`config.mk`:
```
export PLATFORM = sky130hd
export DESIGN_NAME = gray_count_source
export DESIGN_NICKNAME = d
export VERILOG_FILES = /design/src/rtl/gray_count_source.sv
export SDC_FILE = /design/constraint.sdc
export NUM_CORES = 1
export LEC_CHECK = 0
export ABC_AREA = 1
export ABC_CLOCK_PERIOD_IN_PS = 1700
export CELL_PAD_IN_SITES_DETAIL_PLACEMENT = 1
export CELL_PAD_IN_SITES_GLOBAL_PLACEMENT = 2
export CORE_MARGIN = 5
export CORE_UTILIZATION = 21
export DETAILED_ROUTE_END_ITERATION = 6
export PLACE_DENSITY = 0.85
export SYNTH_ARGS = -nofsm -noshare
export SYNTH_HDL_FRONTEND = slang
export SYNTH_SLANG_ARGS = --single-unit
```
`constraint.sdc`:
```
create_clock -name clk -period 1.7 [get_ports clk]
set_input_delay 0.425 -clock clk [delete_from_list [all_inputs] [get_ports clk]]
set_output_delay 0.425 -clock clk [all_outputs]
set_load 0.02 [all_outputs]
```
`src/rtl/gray_count_source.sv`:
```
// Handshaked binary/gray count generator feeding the 4-bit gray converter.
// Supports up/down counting, parallel load, programmable terminal count and one-shot mode.
module gray_count_source #(
  parameter int WIDTH     = 4,
  parameter int MAX_COUNT = 15,
  parameter int ONE_SHOT  = 0
) (
  input  logic             clk,
  input  logic             reset,
  input  logic             start,
  input  logic             stop,
  input  logic             load,
  input  logic [WIDTH-1:0] load_value,
  input  logic             dir,
  input  logic             out_ready,
  output logic             out_valid,
  output logic [WIDTH-1:0] count_bin,
  output logic [WIDTH-1:0] count_gray,
  output logic             wrap,
  output logic             busy
);

  typedef enum logic [1:0] {IDLE, RUN, DONE} state_t;

  localparam logic [WIDTH-1:0] MAX_W = WIDTH'(MAX_COUNT);

  state_t           state_p1, state_p0;
  logic [WIDTH-1:0] cnt_p0;
  logic             wrap_p0;
  logic             xfer_p0;
  logic             terminal_p0;

  function automatic logic [WIDTH-1:0] sat_load(input logic [WIDTH-1:0] v);
    return (v > MAX_W) ? MAX_W : v;
  endfunction

  function automatic logic [WIDTH-1:0] step(input logic [WIDTH-1:0] v, input logic up);
    if (up) return (v == MAX_W) ? '0 : v + WIDTH'(1);
    else    return (v == '0) ? MAX_W : v - WIDTH'(1);
  endfunction

  function automatic logic [WIDTH-1:0] to_gray(input logic [WIDTH-1:0] v);
    return v ^ (v >> 1);
  endfunction

  // p0: next-state decode; command priority is load > stop > start > advance
  always_comb begin
    state_p0    = state_p1;
    cnt_p0      = count_bin;
    wrap_p0     = 1'b0;
    xfer_p0     = (state_p1 == RUN) && out_ready;
    terminal_p0 = dir ? (count_bin == MAX_W) : (count_bin == '0);
    if (load && (state_p1 != RUN)) begin
      cnt_p0   = sat_load(load_value);
      state_p0 = IDLE;
    end else begin
      if (xfer_p0) begin
        // In one-shot mode the terminal beat is consumed but the count parks on it
        if ((ONE_SHOT != 0) && terminal_p0) begin
          state_p0 = DONE;
        end else begin
          cnt_p0  = step(count_bin, dir);
          wrap_p0 = terminal_p0;
        end
      end
      if (stop && (state_p1 == RUN)) begin
        state_p0 = IDLE;
      end else if (start && (state_p1 == IDLE)) begin
        state_p0 = RUN;
      end else if (start && (state_p1 == DONE)) begin
        state_p0 = RUN;
        cnt_p0   = dir ? '0 : MAX_W;
      end
    end
  end

  // p1: registered state and outputs, binary and gray updated on the same edge
  always_ff @(posedge clk) begin
    if (reset) begin
      state_p1   <= IDLE;
      count_bin  <= '0;
      count_gray <= '0;
      wrap       <= 1'b0;
    end else begin
      state_p1   <= state_p0;
      count_bin  <= cnt_p0;
      count_gray <= to_gray(cnt_p0);
      wrap       <= wrap_p0;
    end
  end

  assign out_valid = (state_p1 == RUN);
  assign busy      = (state_p1 == RUN);

endmodule
```
# ---- Word-level counts from Yosys, hierarchy flattened
# Cells that the tools add are included.
dict set report totals {
  regBits 10
  input_bits 11
  wordCells 27
  out_inout_bits 11
}
dict set report classes {
  n_addsub 2
  eq_ne 1
  bitwise_logic 3
  magnitude_cmp 1
  reduce_logical 8
  mux 8
}
# cell n
set op_table {}
lappend op_table {{$mux 4} 6}
lappend op_table {{$reduce_or 3->1} 2}
lappend op_table {{$add 4x1->4 const B} 1}
lappend op_table {{$eq 4x4->1 const B} 1}
lappend op_table {{$gt 4x4->1 const B} 1}
lappend op_table {{$logic_and 1x1->1} 4}
lappend op_table {{$logic_not 4->1} 1}
lappend op_table {{$sub 4x1->4 const B} 1}
lappend op_table {{$xor 4x3->4} 1}
lappend op_table {{$logic_not 2->1} 1}
lappend op_table {{$mux 1} 2}
lappend op_table {{$not 1->1} 2}

# ---- Longest topological paths before layout
# Gate-level depths: netlist of run 1.
dict set report depth {
  ltp_word 6
  mapped_depth 12
  ltp_nobuf 12
}

# ---- Worst setup path after synthesis of run 1
# Ideal clock, no wire load.
dict set report synth_path {
  kind {register -> register}
  start {register count_bin[0]}
  end {register count_gray[1]}
  stages_incl_launch_ff 9
  required_ns 1.586
  slack_ns 0.119
  arrival_time_ns 1.467
  path_buffers 0
  setup_time_ns 0.114
  period_less_slack_ns 1.581
  cell_sequence {dfxtp_1 > inv_1 > ha_1 > xnor2_1 > nor2_1 > nor2_2 > inv_2 > nor2_1 > nor2_2}
}
dict set report synth_between {
  elab_chain_len 6
  elab_cells_between_ends 10
  classes_between {2 x add/sub; 1 x eq/ne; 5 x mux; 1 x bitwise; 1 x reduce/logical}
}
# item line_no
set synth_lines {}
lappend synth_lines {{from (decl)} 17} ;# output logic [WIDTH-1:0] count_bin,
lappend synth_lines {{from (signal assigned)} 86} ;# count_bin <= cnt_p0;
lappend synth_lines {{$sub 4x1->4, or another cell as far along} 39} ;# else return (v == '0) ? MAX_W : v - WIDTH'(1);
lappend synth_lines {{$mux 4 (on tied branches)} {39, 38}}
lappend synth_lines {{$mux 4 (*)} 38} ;# if (up) return (v == MAX_W) ? '0 : v + WIDTH'(1);
lappend synth_lines {{$mux 4 (*)} 57} ;# if (xfer_p0) begin
lappend synth_lines {{$mux 4 (*)} 53} ;# if (load && (state_p1 != RUN)) begin
lappend synth_lines {{$xor 4x3->4 (*)} 43} ;# return v ^ (v >> 1);
lappend synth_lines {{to (signal assigned)} 87} ;# count_gray <= to_gray(cnt_p0);
lappend synth_lines {{to (decl)} 18} ;# output logic [WIDTH-1:0] count_gray,
# Mark *: on every way between the ends. The rest lies on a longest branch, timed or not.
# A chain may end at the register's enable or synchronous reset.

# ---- Worst setup path after layout of run 1
dict set report layout_path {
  start {register count_bin[0]}
  end {output count_bin[0]}
}
# No word-level cell between the ends.

==> results of run 1 <==
==> cell families after synthesis <==
| kind of cell | Yosys count |
|---|---|
| XOR/XNOR | 1 |
| adder cells (fa/ha/maj) | 2 |
| AND/OR/NAND/NOR | 45 |
| AO/OA/AOI/OAI | 9 |
| buffers and inverters | 18 |
| flip-flops | 9 |
==> per-layer routing <==
layer / part of all wire [%] / wire, um / track usage [%] / vias to the layer above
met4: 0.98 / 17 / 2.44 / 0
met3: 6.2 / 107 / 4.50 / 4
met2: 52 / 907 / 17.5 / 15
li1: - / - / - / 316
met5: 0 / 0 / 0 / -
met1: 40 / 703 / 10.0 / 311
==> state kept, by name, indices dropped and copies added (netlist names) <==
signal	flops
wrap	1
state_p1	1
count_bin	4
count_gray	3
==> per-stage QoR <==
stage | cell area (sq um) | power, mW | util (%)
floorplan | 572 | 0.385 | -
global placement | 846 | 0.483 | 31.5
detailed placement | 846 | 0.491 | 31.5
finish | 867 | 0.651 | 32.3
global route | 867 | 0.699 | 32.3
CTS | 866 | 0.657 | 32.2
==> cell usage after synthesis (all sizes together) <==
cell     count  share of area [%]
nand2       21                 17
inv         14                9.2
nor2        13                 12
dfxtp        9                 32
nand3        8                7.0
a21oi        4                3.5
buf          2                2.6
ha           2                4.4
o22ai        2                2.2
a2111oi      1                1.5
a211oi       1                1.3
clkbuf       1               0.87
clkinv       1               0.66
nand4        1                1.1
nor3         1                1.8
o21ai        1               0.87
or2          1                1.1
xnor2        1                1.5
==> final timing paths <==
kind	end	slack (ns)	cells past startpoint
min	state_p1[0]	0.57	2
max	count_bin[0]	0.05	1
max reg2reg	count_gray[1]	0.18	8
min reg2reg	state_p1[0]	0.57	2
==> power groups by stage <==
stage / Combinational (mW) / Clock, mW / Sequential, mW
floorplan: 0.109 / 0 / 0.275
global placement: 0.233 / 0 / 0.250
detailed placement: 0.240 / 0 / 0.251
CTS: 0.236 / 0.175 / 0.246
global route: 0.257 / 0.192 / 0.249
finish: 0.233 / 0.172 / 0.246
==> tightest hold or removal path, cell delays in order, from the launching register on <==
cell,delay (ns)
dfxtp_1,0.35
nor2_1,0.11
a2111oi_0,0.06
==> layout make-up <==
type / count / share of cell area [%]
Clock buffer: 4 / 3.03
Inverter: 15 / 6.49
Multi-Input combinational cell: 57 / 36.4
Sequential cell: 9 / 20.9
Tap cell: 31 / 4.47
Timing Repair Buffer: 27 / 28.7
==> repair_timing <==
item,in CTS,in global routing
pin swaps,0,0
setup endpoints to repair,5,1
hold endpoints to repair,0,0
resized for setup,5,1
==> results.json, run 1 <==
{
  "synthXorXnorAreaFrac_pct": 1.53,
  "status": "finished clean",
  "grt_pass1_wl_um": 3130,
  "endpoint_kind": "primary output",
  "final_nets": 126,
  "hold_path.class": "reg2reg",
  "synth_compound_area_share_pct": 9.41,
  "fmax_ghz": 0.604,
  "first_pass_iters": 2,
  "maxCapViolations": 0,
  "setup_viol": 0,
  "power_leakage_nw": 0.399,
  "regArea_sq_um": 181,
  "wire_per_inst_um": 12.1,
  "post-cts-setup-buffers": 0,
  "rsz0062_at_grt": "no",
  "syn_avg_cell_area_sq_um": 6.81,
  "syn_nets": 97,
  "root_buffer": "clkbuf_4",
  "grt_usage_pct": 9.72,
  "cts_buffer_depth": 2,
  "pwr-share-seq_pct": 37.8,
  "core_sq_mm": 0.00269,
  "muxShareOfSynthArea_pct": 0,
  "p_per_area_mw_per_mm2": 751,
  "pwr-share-clk_pct": 26.5,
  "grt_max_degree": 8,
  "cp_cell_sequence": "clkdlybuf4s50_1",
  "synth-simple-area-share_pct": 39.8,
  "cp_slowest_cell": "clkdlybuf4s50_1",
  "fin_hold_ws_ns": 0.569,
  "synth_top_family_by_area": "simple AND/OR/NAND/NOR gates",
  "start_util_pct": 21.3,
  "critical_path_class": "reg2out",
  "cts_hold_buf": 0,
  "area_growth_pct": 51.6,
  "drt-total-wl_um": 1740,
  "drc": 0,
  "antenna_cells": 0,
  "cts.reportedPaths.clkPinSlew_ns": 0.07,
  "synth_area_sq_um": 572,
  "port_buffers": 21,
  "insertion_delay_ns": 0.27,
  "hp-start": "state_p1[0]",
  "grt_overflow_total": 0,
  "slew_viol_final": 0,
  "route.vias.total": 646,
  "multiInputGateArea_sq_um": 315,
  "synth_cell_types": 23,
  "arrival_ns": 1.23,
  "cts_made_buffers": 3,
  "syn_inst": 84,
  "ir_drop_uv": 364,
  "std_cell_rows": 19,
  "post-place-ws_ns": -0.0919,
  "cts_tree": "yes",
  "gp_congestion": 0.710,
  "cpPeakStageDelay_ns": 0.61,
  "reg2reg_from": "count_bin[0]",
  "drtIter0Drc": 1,
  "p_sw_uw": 225,
  "pwr-share-comb_pct": 35.8,
  "dieHeight_um": 62.2,
  "ios": 22,
  "path_delay_family": "buffers and inverters",
  "startpoint": "count_bin[0]",
  "finalSetupTns_ns": 0,
  "die_x_um": 62.2,
  "yosys_warnings": 0,
  "ys_ff_latch": 9,
  "layout_min_cycle_time_ns": 1.65,
  "timing.final.crit_share_pct": 97.3,
  "path_buf_inv": 1,
  "ys_seq_area_share_pct": 31.5,
  "switching_share_pct": 34.5,
  "viasPerCell": 4.52,
  "max_slew_margin_pct": 79.5,
  "layout_setup_ws_ns": 0.0451,
  "cts.htree.levels": 1,
  "cts.sinks": 9,
  "critPathMaxFanout": 3,
  "yosys.area_share.adder_pct": 4.38,
  "postRouteAntennaNets": 0,
  "final_cell_mix": "nand2_1 (16), clkdlybuf4s50_1 (16), inv_1 (12)",
  "p_int_uw": 426,
  "worst_pin_slew_ns": 0.300,
  "grt_pass1_vias": 718,
  "drive_gt1_share_pct": 22.3,
  "clock_skew_ns": 0.00344,
  "start_kind": "flip-flop",
  "finalNonFillerCells": 143,
  "placed_cells": 139,
  "worstPathRequired_ns": 1.27,
  "nFillCells": 353,
  "die_area_sq_mm": 0.00387,
  "finalHoldViolations": 0,
  "antenna_found_initial": 0,
  "dp_hpwl_um": 1450
}
(Power assumes the default switching activity.)
==> inputs of run 2 (changes only) <==
SKIP_LAST_GASP = 1   (was not set)
SLEW_MARGIN = 20   (was not set)
==> results of run 2 <==
Same layout as run 1: the final DEF is identical, and so are final timing and power.
